<file path="config.mk">
export PLATFORM = sky130hd
export DESIGN_NAME = hex_display_scanner
export DESIGN_NICKNAME = d
export VERILOG_FILES = /design/src/rtl/hex_display_pkg.sv /design/src/rtl/hex_display_scanner_translator.sv /design/src/rtl/hex_display_scanner.sv
export SDC_FILE = /design/constraint.sdc
export NUM_CORES = 1
export LEC_CHECK = 0
export ABC_AREA = 1
export BUFFER_PORTS_ARGS = -buffer_cell sky130_fd_sc_hd__buf_4
export CORE_AREA = 2 2 91 93
export CTS_CLUSTER_SIZE = 20
export DETAILED_ROUTE_END_ITERATION = 7
export DIE_AREA = 0 0 93 95
export GPL_TIMING_DRIVEN = 0
export PLACE_DENSITY = 0.64
export SLEW_MARGIN = 5
export SYNTH_ARGS = -nofsm -noshare
export SYNTH_HDL_FRONTEND = slang
export SYNTH_SLANG_ARGS = --single-unit
export TNS_END_PERCENT = 20
</file>
<file path="constraint.sdc">
create_clock -name clock -period 2.2 [get_ports clock]
set_input_delay 0.44 -clock clock [delete_from_list [all_inputs] [get_ports clock]]
set_output_delay 0.44 -clock clock [all_outputs]
set_load 0.02 [all_outputs]
</file>
<file path="src/rtl/hex_display_pkg.sv">
`default_nettype none
// ============================================================================
// Module   : hex_display_pkg
// Brief    : Shared types and constants for the hex display scanner.
// Revision : 1.0
// ============================================================================
package hex_display_pkg;

    localparam int         DIGIT_W = 4;
    localparam logic [6:0] SEG_OFF = 7'h7f;

    typedef enum logic [0:0] {
        BLANK = 1'b0,
        SHOW  = 1'b1
    } scan_state_t;

endpackage
`default_nettype wire

</file>
<file path="src/rtl/hex_display_scanner_translator.sv">
`default_nettype none
// ============================================================================
// Module   : HexDisplayTranslator
// Brief    : Hex nibble to active-low seven-segment pattern, gfedcba order.
// Revision : 1.0
// ============================================================================
module HexDisplayTranslator (
    input  logic [3:0] hex,
    output logic [6:0] seg_n
);

    always_comb begin
        seg_n = 7'h7f;
        case (hex)
            4'h0: seg_n = 7'h40;
            4'h1: seg_n = 7'h79;
            4'h2: seg_n = 7'h24;
            4'h3: seg_n = 7'h30;
            4'h4: seg_n = 7'h19;
            4'h5: seg_n = 7'h12;
            4'h6: seg_n = 7'h02;
            4'h7: seg_n = 7'h78;
            4'h8: seg_n = 7'h00;
            4'h9: seg_n = 7'h10;
            4'hA: seg_n = 7'h08;
            4'hB: seg_n = 7'h03;
            4'hC: seg_n = 7'h46;
            4'hD: seg_n = 7'h21;
            4'hE: seg_n = 7'h06;
            4'hF: seg_n = 7'h0e;
            default: seg_n = 7'h7f;
        endcase
    end

endmodule
`default_nettype wire

</file>
<file path="src/rtl/hex_display_scanner.sv">
`default_nettype none
// ============================================================================
// Module   : hex_display_scanner
// Brief    : Time-multiplexed hex display scanner with frame-aligned word
//            commit and blank gap between digit slots.
//            Optional: LEADING_ZERO_BLANK_EN suppresses leading zero digits.
// Revision : 1.0
// ============================================================================
module hex_display_scanner
    import hex_display_pkg::*;
#(
    parameter int NUM_DIGITS      = 4,
    parameter int TICKS_PER_DIGIT = 50000,
    parameter int BLANK_TICKS     = 500
) (
    input  logic                          clock,
    input  logic                          reset,
    input  logic                          load_valid,
    output logic                          load_ready,
    input  logic [DIGIT_W*NUM_DIGITS-1:0] load_data,
    output logic [6:0]                    seg_n,
    output logic [NUM_DIGITS-1:0]         digit_sel_n,
    output logic                          frame_start
);

    localparam int CNT_W = (TICKS_PER_DIGIT > 1) ? $clog2(TICKS_PER_DIGIT) : 1;
    localparam int IDX_W = $clog2(NUM_DIGITS);

    localparam logic [CNT_W-1:0] c_blank_last = CNT_W'(BLANK_TICKS - 1);
    localparam logic [CNT_W-1:0] c_slot_last  = CNT_W'(TICKS_PER_DIGIT - 1);
    localparam logic [IDX_W-1:0] c_idx_last   = IDX_W'(NUM_DIGITS - 1);

    scan_state_t                   r_state, w_state_next;
    logic [CNT_W-1:0]              r_cnt, w_cnt_next;
    logic [IDX_W-1:0]              r_idx, w_idx_next;

    logic                          r_pending;
    logic [DIGIT_W*NUM_DIGITS-1:0] r_pend_word;
    logic [DIGIT_W*NUM_DIGITS-1:0] r_active;
    logic [6:0]                    r_seg_n;
    logic [NUM_DIGITS-1:0]         r_sel_n;
    logic                          r_frame_start;

    logic                          w_frame_entry;
    logic [DIGIT_W-1:0]            w_digit;
    logic [6:0]                    w_seg_dec;
    logic                          w_digit_blank;

    always_ff @(posedge clock) begin
        if (reset) begin
            r_state <= BLANK;
            r_cnt   <= '0;
            r_idx   <= '0;
        end else begin
            r_state <= w_state_next;
            r_cnt   <= w_cnt_next;
            r_idx   <= w_idx_next;
        end
    end

    always_comb begin
        w_state_next = r_state;
        w_cnt_next   = r_cnt + 1'b1;
        w_idx_next   = r_idx;
        case (r_state)
            BLANK: begin
                if (r_cnt == c_blank_last) begin
                    w_state_next = SHOW;
                end
            end
            SHOW: begin
                if (r_cnt == c_slot_last) begin
                    w_state_next = BLANK;
                    w_cnt_next   = '0;
                    w_idx_next   = (r_idx == c_idx_last) ? '0 : r_idx + 1'b1;
                end
            end
            default: begin
                w_state_next = BLANK;
                w_cnt_next   = '0;
                w_idx_next   = '0;
            end
        endcase
    end

    // First cycle of digit 0's blank gap: the only point a new word may land.
    assign w_frame_entry = (r_state == BLANK) && (r_cnt == '0) && (r_idx == '0);

    assign w_digit = r_active[r_idx*DIGIT_W +: DIGIT_W];

    HexDisplayTranslator u_translator (
        .hex   (w_digit),
        .seg_n (w_seg_dec)
    );

`ifdef LEADING_ZERO_BLANK_EN
    function automatic logic [IDX_W-1:0] f_top_digit(
        input logic [DIGIT_W*NUM_DIGITS-1:0] word
    );
        logic [IDX_W-1:0] top;
        top = '0;
        for (int i = 0; i < NUM_DIGITS; i++) begin
            if (word[i*DIGIT_W +: DIGIT_W] != '0) begin
                top = IDX_W'(i);
            end
        end
        return top;
    endfunction

    assign w_digit_blank = (r_idx > f_top_digit(r_active));
`else
    assign w_digit_blank = 1'b0;
`endif

    // Selects and segments are registered together so a digit never lights
    // with the previous digit's pattern.
    always_ff @(posedge clock) begin
        if (reset) begin
            r_seg_n       <= SEG_OFF;
            r_sel_n       <= '1;
            r_frame_start <= 1'b0;
            r_pending     <= 1'b0;
            r_pend_word   <= '0;
            r_active      <= '0;
        end else begin
            r_frame_start <= w_frame_entry;
            if (r_state == SHOW) begin
                r_sel_n <= ~(NUM_DIGITS'(1) << r_idx);
                r_seg_n <= w_digit_blank ? SEG_OFF : w_seg_dec;
            end else begin
                r_sel_n <= '1;
                r_seg_n <= SEG_OFF;
            end
            if (w_frame_entry && r_pending) begin
                r_active  <= r_pend_word;
                r_pending <= 1'b0;
            end else if (load_valid && !r_pending) begin
                r_pend_word <= load_data;
                r_pending   <= 1'b1;
            end
        end
    end

    assign load_ready  = !r_pending;
    assign seg_n       = r_seg_n;
    assign digit_sel_n = r_sel_n;
    assign frame_start = r_frame_start;

endmodule
`default_nettype wire

</file>
==> results of run 1 <==
## cell families after synthesis
kind of cell | Yosys count
fa+ha+maj | 12
buf+inv | 56
xor+xnor | 7
flops | 64
compound gates | 33
simple gates | 249
## synthesized netlist by cell type, drive strengths merged
cell type	number
clkinv	2
nand3b	1
o21ai	21
nor3	5
a21oi	8
a31oi	1
ha	12
nand3	26
clkbuf	3
xnor2	1
o211ai	2
inv	44
nor2	101
nand4	9
nand2	105
a21boi	1
buf	7
or2	1
nor3b	1
dfxtp	64
xor2	6
## per-stage QoR
step	hold slack [ns]	setup slack, ns	cells	area, µm²	power, mW
floorplan	0.430	0.640	421	3020	1.51
global placement	0.447	0.406	556	3370	1.59
detailed placement	0.458	0.367	556	3370	1.59
CTS	0.335	0.352	572	3580	2.63
global route	0.365	0.156	572	3580	2.74
finish	0.344	0.367	572	3580	2.59
## sequential cells by signal, summed over array words and instances, names as in the netlist
register / cells
digit_sel_n: 4
frame_start: 1
r_active: 16
r_cnt: 16
r_idx: 2
r_pend_word: 16
r_pending: 1
r_state: 1
seg_n: 7
## report_power, final
group | total (mW) | switching, mW | internal, mW
combinational | 0.305 | 0.181 | 0.124
sequential | 1.26 | 0.0395 | 1.22
clock | 1.03 | 0.472 | 0.557
## worst min-delay path, delay by kind of cell
| kind | cells | cell delay [ns] |
|---|---|---|
| buffers and inverters | 1 | 0.07 |
| AO/OA/AOI/OAI | 1 | 0.07 |
| AND/OR/NAND/NOR | 1 | 0.07 |
## placed cells by master, fill, tap and decap left out, types with 2 or more instances in the layout
cell type	count
sky130_fd_sc_hd__clkinv_4	3
sky130_fd_sc_hd__clkinv_2	2
sky130_fd_sc_hd__nand3_1	26
sky130_fd_sc_hd__o211ai_1	2
sky130_fd_sc_hd__inv_1	40
sky130_fd_sc_hd__nor2_1	86
sky130_fd_sc_hd__nand4_4	2
sky130_fd_sc_hd__nand2_1	101
sky130_fd_sc_hd__clkbuf_8	11
sky130_fd_sc_hd__inv_2	3
sky130_fd_sc_hd__clkbuf_1	2
sky130_fd_sc_hd__nand4_1	7
sky130_fd_sc_hd__buf_4	31
sky130_fd_sc_hd__a21oi_1	8
sky130_fd_sc_hd__nor2_2	14
sky130_fd_sc_hd__xor2_1	6
sky130_fd_sc_hd__buf_2	2
sky130_fd_sc_hd__o21ai_0	20
sky130_fd_sc_hd__nand2_2	4
sky130_fd_sc_hd__ha_1	12
sky130_fd_sc_hd__dfxtp_1	64
sky130_fd_sc_hd__buf_6	4
sky130_fd_sc_hd__nor3_1	5
## per-layer routing
layer / track usage [%] / wire length (µm)
met4: 5.15 / 60
met5: 0 / 0
met1: 19.4 / 3030
met2: 24.6 / 2650
met3: 4.15 / 292
## cell type report
cell class / instances / area (µm²) / share of cell area [%]
Clock inverter: 6 / 68.8 / 1.92
Buffer: 10 / 83.8 / 2.34
Multi-Input combinational cell: 301 / 1480 / 41.2
Tap cell: 105 / 131 / 3.67
Sequential cell: 64 / 1280 / 35.8
Inverter: 46 / 176 / 4.93
Clock buffer: 10 / 138 / 3.84
Timing Repair Buffer: 30 / 225 / 6.29
## worst max path at each step
| stage | end | slack [ns] | depth (start not counted) |
|---|---|---|---|
| final | seg_n[6] | 0.37 | 11 |
| after floorplan | r_active[0] | 0.64 | 12 |
| after detailed placement | r_active[3] | 0.37 | 12 |
| after global placement | r_pending | 0.41 | 10 |
| after global routing | seg_n[6] | 0.16 | 11 |
| after CTS | r_active[3] | 0.35 | 12 |
==> key figures, run 1 <==
STA
  – Hold violation count in the final report: 0
  – Number of setup violations in the final report: 0
  – Final period demand of the worst path: 1.83 ns
  – Slew margin rel.: 59.1%
  – Max Clock Freq: 0.546 GHz
  – Setup clock skew after layout: 0.00872 ns
  – Setup total negative slack: 0 ns
  – Setup repair after global routing missed its margin: no
  – Final count of pins violating max slew: 0
  – Final worst-path cycle share: 83.3%
  – Measured slew at the worst slew-check pin: 0.612 ns

Synthesis
  – Library cell with the largest summed area after synthesis: sky130_fd_sc_hd__dfxtp_1
  – Cells after Synth: 421
  – Synthesized netlist net count: 452
  – Simple logic cell fraction of the synthesized area: 36.2%
  – Synthesized-area fraction occupied by xor and xnor cells: 2.03%
  – Number of flip-flops and latches in the synthesized netlist: 64
  – Combinational family with the most area after synthesis: simple AND/OR/NAND/NOR gates
  – Syn avg cell area: 7.17 µm²
  – Combined area of all synthesized cells: 3020 µm²
  – Proportion of synthesized chip area in sequential cells: 42.5%
  – Multiplexer fraction of the synthesized cell area: 0%
  – Post-synthesis compound-gate area fraction: 5.76%
  – Top cell type's share of synthesized area: 42.5%
  – Synthesized-area fraction occupied by adder cells: 4.98%
  – Warnings, synthesis: 0
  – Ranking of synthesized cells by area: sky130_fd_sc_hd__dfxtp_1 (42%), sky130_fd_sc_hd__nand2_1 (13%), sky130_fd_sc_hd__nor2_1 (11%)
  – Number of distinct library cell variants in the gate-level netlist after synthesis: 32

Worst setup path
  – Critical path type: reg2reg
  – Endpoint class of the critical path: flip-flop
  – Critical R2R Launch: r_idx[0]
  – Worst setup SP type: flip-flop
  – Crit Reg-Reg Endpoint: seg_n[6]
  – CP max FO: 11
  – Required time worst endpoint: 2.38 ns
  – Most repeated library cell on the critical path: sky130_fd_sc_hd__nand2_1
  – CP bufs+invs: 3
  – Crit path arrival time: 2.02 ns
  – Worst-case reg-to-reg path depth: 11
  – FF-to-FF setup slack: 0.37 ns
  – Setup crit start: r_idx[0]
  – Worst path slowest cell: sky130_fd_sc_hd__dfxtp_1
  – Gate family responsible for the most delay along the worst path: simple AND/OR/NAND/NOR gates
  – Cells along the critical path: buf_4 -> inv_4 -> nand2_1 -> nand3_1 -> nand2_1 -> inv_1 -> ha_1 -> nand3_1 -> nand2_1 -> nand2_1 -> o211ai_1
  – Slowest cell delay on critical path: 0.37 ns

Layout
  – Total number of nets in the final design: 493
  – Area growth syn-to-layout: 18.7%
  – Ant. Diodes: 0
  – Fill cell total of the finished layout: 838
  – Fin util: 45.2%
  – Layout cells sized above 1: 17.3%

Min path
  – Number of stages on the worst hold path: 3
  – Hold path start: load_data[8]
  – Worst min path class: in2reg
  – Endpoint of the worst hold path: r_pend_word[8]

Clock tree
  – Number of resized instances in the post-cts repair step: 0
  – Clock Tree Root: sky130_fd_sc_hd__clkbuf_8
  – Worst skew pair latency: 0.34 ns
  – Number of CTS-inserted buffers: 9
  – TritonCTS clock tree: built
  – Clock slew at the register clock pins of the worst setup and hold paths: 0.07 ns
  – Setup Fix Bufs, Post-CTS: 0
  – Post-CTS Hold Buffers: 0
  – Clock Sink Count: 64
  – Htree depth: 3
  – Buffers from clock root to sink, at most: 2

Place
  – IO buf count: 30
  – Final weighted congestion in routability-driven placement: 0.865
  – Placed wire-length estimate after detailed placement: 4.47 mm

Job
  – Count of max-cap constraint violations: 0

Routing
  – Remaining routing DRC violations: 0
  – 1st-iter DRT viols: 99
  – Antenna-violating nets left: 0
  – Via/cell ratio: 4.45
  – Post-DR wirelength/cell: 10.6 µm
  – DRT Pass-1 Iters: 4
  – Detailed Route WL: 6.04 mm
  – Overall via count from detail_route: 2543

Global routing
  – Overall global routing resource usage: 15.1%
  – Via count of the first global-routing pass: 2467
  – First-pass GRT wire length: 10.7 mm
  – Antenna violations before repair: 0
  – Maximum number of pins on one net before global-route repair: 13
  – Global route overflow: 0

Floorplan
  – Initial core utilization: 38.1%
  – Row cnt: 33
  – Die outline width: 93 µm
  – Core Area: 7930 µm²
  – Area of the die: 8840 µm²
  – Num ports: 32
  – Height of the die: 95 µm

Pwr
  – Leakage power of the design: 1.60 nW
  – Power per Cell Area: 725 nW/µm²
  – Highest ir drop seen on vdd: 334 µV

Status
  – Run status: finished, final reports clean
Power figures use the tool's default switching activity.
==> run 2: changes to the inputs <==
--- a/config.mk
+++ b/config.mk
@@ -5,12 +5,12 @@
 export SDC_FILE = /design/constraint.sdc
 export NUM_CORES = 1
 export LEC_CHECK = 0
-export ABC_AREA = 1
+export ABC_AREA = 0
 export BUFFER_PORTS_ARGS = -buffer_cell sky130_fd_sc_hd__buf_4
-export CORE_AREA = 2 2 91 93
+export CORE_AREA = 2 2 90 92
 export CTS_CLUSTER_SIZE = 20
 export DETAILED_ROUTE_END_ITERATION = 7
-export DIE_AREA = 0 0 93 95
+export DIE_AREA = 0 0 92 94
 export GPL_TIMING_DRIVEN = 0
 export PLACE_DENSITY = 0.64
 export SLEW_MARGIN = 5
==> constraint.sdc (replaced) <==
create_clock -name clock -period 1.9 [get_ports clock]
set_input_delay 0.38 -clock clock [delete_from_list [all_inputs] [get_ports clock]]
set_output_delay 0.38 -clock clock [all_outputs]
set_load 0.02 [all_outputs]
==> run 2 against run 1 <==
Effect of this change:
- the flow now finishes with violations (setup timing)
- critical path depth shrank 4
- die area fell by 2.1%
- fmax down 16%
- cell area is 8.4% higher
- total power increased by 14%
- first-iteration DRC count is 8.1% lower
- flip-flop and latch count is the same
- synthesized cell count fell by 23%
- clock power increased by 17%
- sequential share of layout area shrank 2.3 points
- combinational power up 17%
==> key figures, run 2 <==
Status
  – Run status: finished with violations
  – Failing checks: setup timing

Min path
  – Worst min path class: in2reg

Global routing
  – Overall global routing resource usage: 16.7% (+1.6 points)
  – First-pass GRT wire length: 11.4 mm (+6.2%)
  – Maximum number of pins on one net before global-route repair: 12 (-1)
  – Antenna violations before repair: 0 (unchanged)
  – Global route overflow: 0 (unchanged)
  – Via count of the first global-routing pass: 2451 (-0.65%)

Clock tree
  – Clock Sink Count: 64 (unchanged)
  – TritonCTS clock tree: built
  – Post-CTS Hold Buffers: 0 (unchanged)
  – Number of CTS-inserted buffers: 9 (unchanged)
  – Htree depth: 3 (unchanged)
  – Clock slew at the register clock pins of the worst setup and hold paths: 0.07 ns (about the same)
  – Buffers from clock root to sink, at most: 2 (unchanged)
  – Clock Tree Root: sky130_fd_sc_hd__clkbuf_8
  – Worst skew pair latency: 0.34 ns (about the same)

Layout
  – Largest registers: r_active (16), r_cnt (16), r_pend_word (16)
  – Leading cell type in the layout, fill and taps excluded: sky130_fd_sc_hd__dfxtp_1
  – Non-Filler Instances: 489 (-15%)
  – Total number of nets in the final design: 413 (-16%)
  – Commonest cells after routing, fill and taps aside: sky130_fd_sc_hd__dfxtp_1 (56), sky130_fd_sc_hd__buf_4 (49), sky130_fd_sc_hd__nand2_1 (42), sky130_fd_sc_hd__a21oi_1 (39), sky130_fd_sc_hd__nor2_1 (21)
  – Ant. Diodes: 0 (unchanged)
  – Layout cells sized above 1: 32.6% (+15 points)
  – Fin util: 51.0% (+5.9 points)
  – Area growth syn-to-layout: 33.5%

Worst setup path
  – Worst path slowest cell: sky130_fd_sc_hd__or4bb_4
  – Number of logic stages on the critical path including buffering: 7 (-4)
  – Crit Reg-Reg Endpoint: r_active[14]
  – CP max FO: 5 (-6)
  – Slowest cell delay on critical path: 0.53 ns (+0.16 ns)
  – Crit path to: r_active[14]
  – Critical path type: reg2reg
  – Endpoint class of the critical path: flip-flop
  – Worst setup SP type: flip-flop
  – Cells along the critical path: inv_4 -> ha_4 -> or4bb_4 -> or4_4 -> buf_8 -> o31ai_2 -> a21oi_1
  – Crit path arrival time: 2.40 ns (+0.38 ns)
  – FF-to-FF setup slack: -0.29 ns (-0.66 ns)
  – CP bufs+invs: 2 (-1)
  – Worst-case reg-to-reg path depth: 7 (-4)
  – Required time worst endpoint: 2.11 ns (-0.27 ns)
  – Setup crit start: r_idx[0]
  – Critical R2R Launch: r_idx[0]
  – Gate family responsible for the most delay along the worst path: simple AND/OR/NAND/NOR gates

Synthesis
  – Number of enable flip-flop cells after synthesis: 0 (unchanged)
  – Top cells by instance count after synthesis: sky130_fd_sc_hd__dfxtp_1 (64), sky130_fd_sc_hd__nand2_1 (42), sky130_fd_sc_hd__a21oi_1 (40)
  – Ranking of synthesized cells by area: sky130_fd_sc_hd__dfxtp_1 (44%), sky130_fd_sc_hd__a21oi_1 (6.9%), sky130_fd_sc_hd__nand2_1 (5.4%)
  – Number of flip-flops and latches in the synthesized netlist: 64 (unchanged)
  – Syn avg cell area: 8.97 µm² (+25%)
  – Warnings, synthesis: 0 (unchanged)
  – Number of distinct library cell variants in the gate-level netlist after synthesis: 41 (+28%)
  – Top cell type's share of synthesized area: 44.1% (+1.6 points)
  – Post-synthesis compound-gate area fraction: 16.0% (+10 points)
  – Combined area of all synthesized cells: 2910 µm² (-3.6%)
  – Multiplexer fraction of the synthesized cell area: 3.44% (+3.4 points)
  – Async S/R FF share, synth: 0% (unchanged)
  – Synthesized netlist net count: 355 (-21%)
  – Synthesized-area fraction occupied by xor and xnor cells: 3.61% (+1.6 points)
  – Most instantiated library cell after synthesis: sky130_fd_sc_hd__dfxtp_1
  – Synthesized-area fraction occupied by adder cells: 5.16% (+0.19 points)
  – Combinational family with the most area after synthesis: simple AND/OR/NAND/NOR gates
  – Most used flip-flop cell after synthesis: sky130_fd_sc_hd__dfxtp_1
  – Simple logic cell fraction of the synthesized area: 22.8% (-13 points)
  – Cells after Synth: 324 (-23%)
  – Library cell with the largest summed area after synthesis: sky130_fd_sc_hd__dfxtp_1
  – Proportion of synthesized chip area in sequential cells: 44.1% (+1.6 points)

Routing
  – 1st-iter DRT viols: 91 (-8.1%)
  – Remaining routing DRC violations: 0 (unchanged)
  – Detailed Route WL: 7.03 mm (+16%)
  – Antenna-violating nets left: 0 (unchanged)
  – Overall via count from detail_route: 2592 (+1.9%)
  – DRT Pass-1 Iters: 4 (unchanged)
  – Via/cell ratio: 5.30 (+19%)
  – Post-DR wirelength/cell: 14.4 µm (+36%)

Floorplan
  – Height of the die: 94 µm (-1.1%)
  – Core Area: 7610 µm² (-4.0%)
  – Die outline width: 92 µm (-1.1%)
  – Num ports: 32 (unchanged)
  – Area of the die: 8650 µm² (-2.1%)
  – Row cnt: 32 (-3.0%)
  – Initial core utilization: 38.2% (+0.16 points)

STA
  – Max Clock Freq: 0.456 GHz (-16%)
  – Smallest setup slack after layout: -0.291 ns (-0.658 ns)
  – Final worst-path cycle share: 115% (+32 points)
  – Final count of pins violating max slew: 0 (unchanged)
  – Setup clock skew after layout: 0.00635 ns (-0.00237 ns)
  – Setup repair after global routing missed its margin: yes
  – Measured slew at the worst slew-check pin: 0.601 ns (-0.0107 ns)
  – Slew margin rel.: 59.9% (+0.87 points)
  – Final period demand of the worst path: 2.19 ns (+0.358 ns)
  – Number of setup violations in the final report: 20 (+20)
  – Hold violation count in the final report: 0 (unchanged)

Pwr
  – Leakage power of the design: 1.37 nW (-15%)
  – Highest ir drop seen on vdd: 339 µV (+1.3%)
  – Power per Cell Area: 765 nW/µm² (+5.6%)

Job
  – Count of max-cap constraint violations: 0 (unchanged)

Place
  – IO buf count: 31 (+3.3%)
  – Final weighted congestion in routability-driven placement: 0.883 (+2.1%)
  – Number of placed instances, taps included: 457 (-18%)
  – Placed wire-length estimate after detailed placement: 4.49 mm (+0.35%)
run 2: kinds of logic (layout without fill, tap and decap cells):
kind of cell / Yosys count / count (layout)
AOI/OAI and AO/OA: 73 / 73
adders and majority gates: 12 / 12
xor gates and xnor gates: 12 / 12
and+or+nand+nor: 126 / 127
DFF: 64 / 64
buffers and inverters: 32 / 94
muxes: 5 / 5
run 2: where the power goes:
| part | total, mW | switching (mW) | internal (mW) |
|---|---|---|---|
| combinational | 0.357 | 0.195 | 0.162 |
| sequential | 1.41 | 0.0320 | 1.38 |
| clock | 1.21 | 0.533 | 0.673 |
run 2: tightest hold or removal path, stage by stage:
cell,delay [ns]
sky130_fd_sc_hd__buf_4,0.11
sky130_fd_sc_hd__nand2_1,0.04
sky130_fd_sc_hd__a21oi_1,0.05
run 2: repair_timing:
action | CTS | global route
gates cloned | 2 | 0
buffers inserted | 15 | 3
endpoints found under the setup margin | 44 | 36
pin swaps | 23 | 9
resized for setup | 37 | 29
hold endpoints to repair | 0 | 0
run 2: how the worst min path moves through the flow:
| stage | from | to | cells past startpoint |
|---|---|---|---|
| finish | load_data[13] | r_pend_word[13] | 3 |
| CTS | load_data[3] | r_pend_word[3] | 3 |
| detailed placement | r_pend_word[1] | r_pend_word[1] | 2 |
| global route | load_data[1] | r_pend_word[1] | 3 |
| floorplan | r_pend_word[0] | r_pend_word[0] | 2 |
| global placement | r_pend_word[0] | r_pend_word[0] | 2 |
run 2: cell type report:
cell class,instances,area (µm²)
fillers,708,3720
multi-input cells,229,1690
flip-flops and latches,64,1300
repair buffers,50,403
clock buffers,11,151
well taps,102,128
plain buffers,18,104
clock inverters,5,55.1
inverters,10,47.5
run 2: metal layers:
layer / up-vias / track usage, % / wire length, µm
met4: 0 / 7.96 / 80
met3: 4 / 3.53 / 332
met1: 1248 / 21.5 / 3220
met5: - / 0 / 0
met2: 56 / 26.7 / 3390
li1: 1284 / - / -
run 2: metrics by stage:
stage / cell area [µm²] / power (mW) / setup WS (ns) / hold WS (ns) / setup TNS, ns
detailed placement: 3290 / 1.70 / -0.462 / 0.449 / -10.40
finish: 3880 / 2.97 / -0.291 / 0.287 / -4.57
global route: 3880 / 3.08 / -0.360 / 0.288 / -5.95
CTS: 3740 / 2.95 / -0.244 / 0.279 / -4.16
floorplan: 2930 / 1.61 / -0.278 / 0.437 / -4.26
global placement: 3290 / 1.69 / -0.436 / 0.446 / -8.85
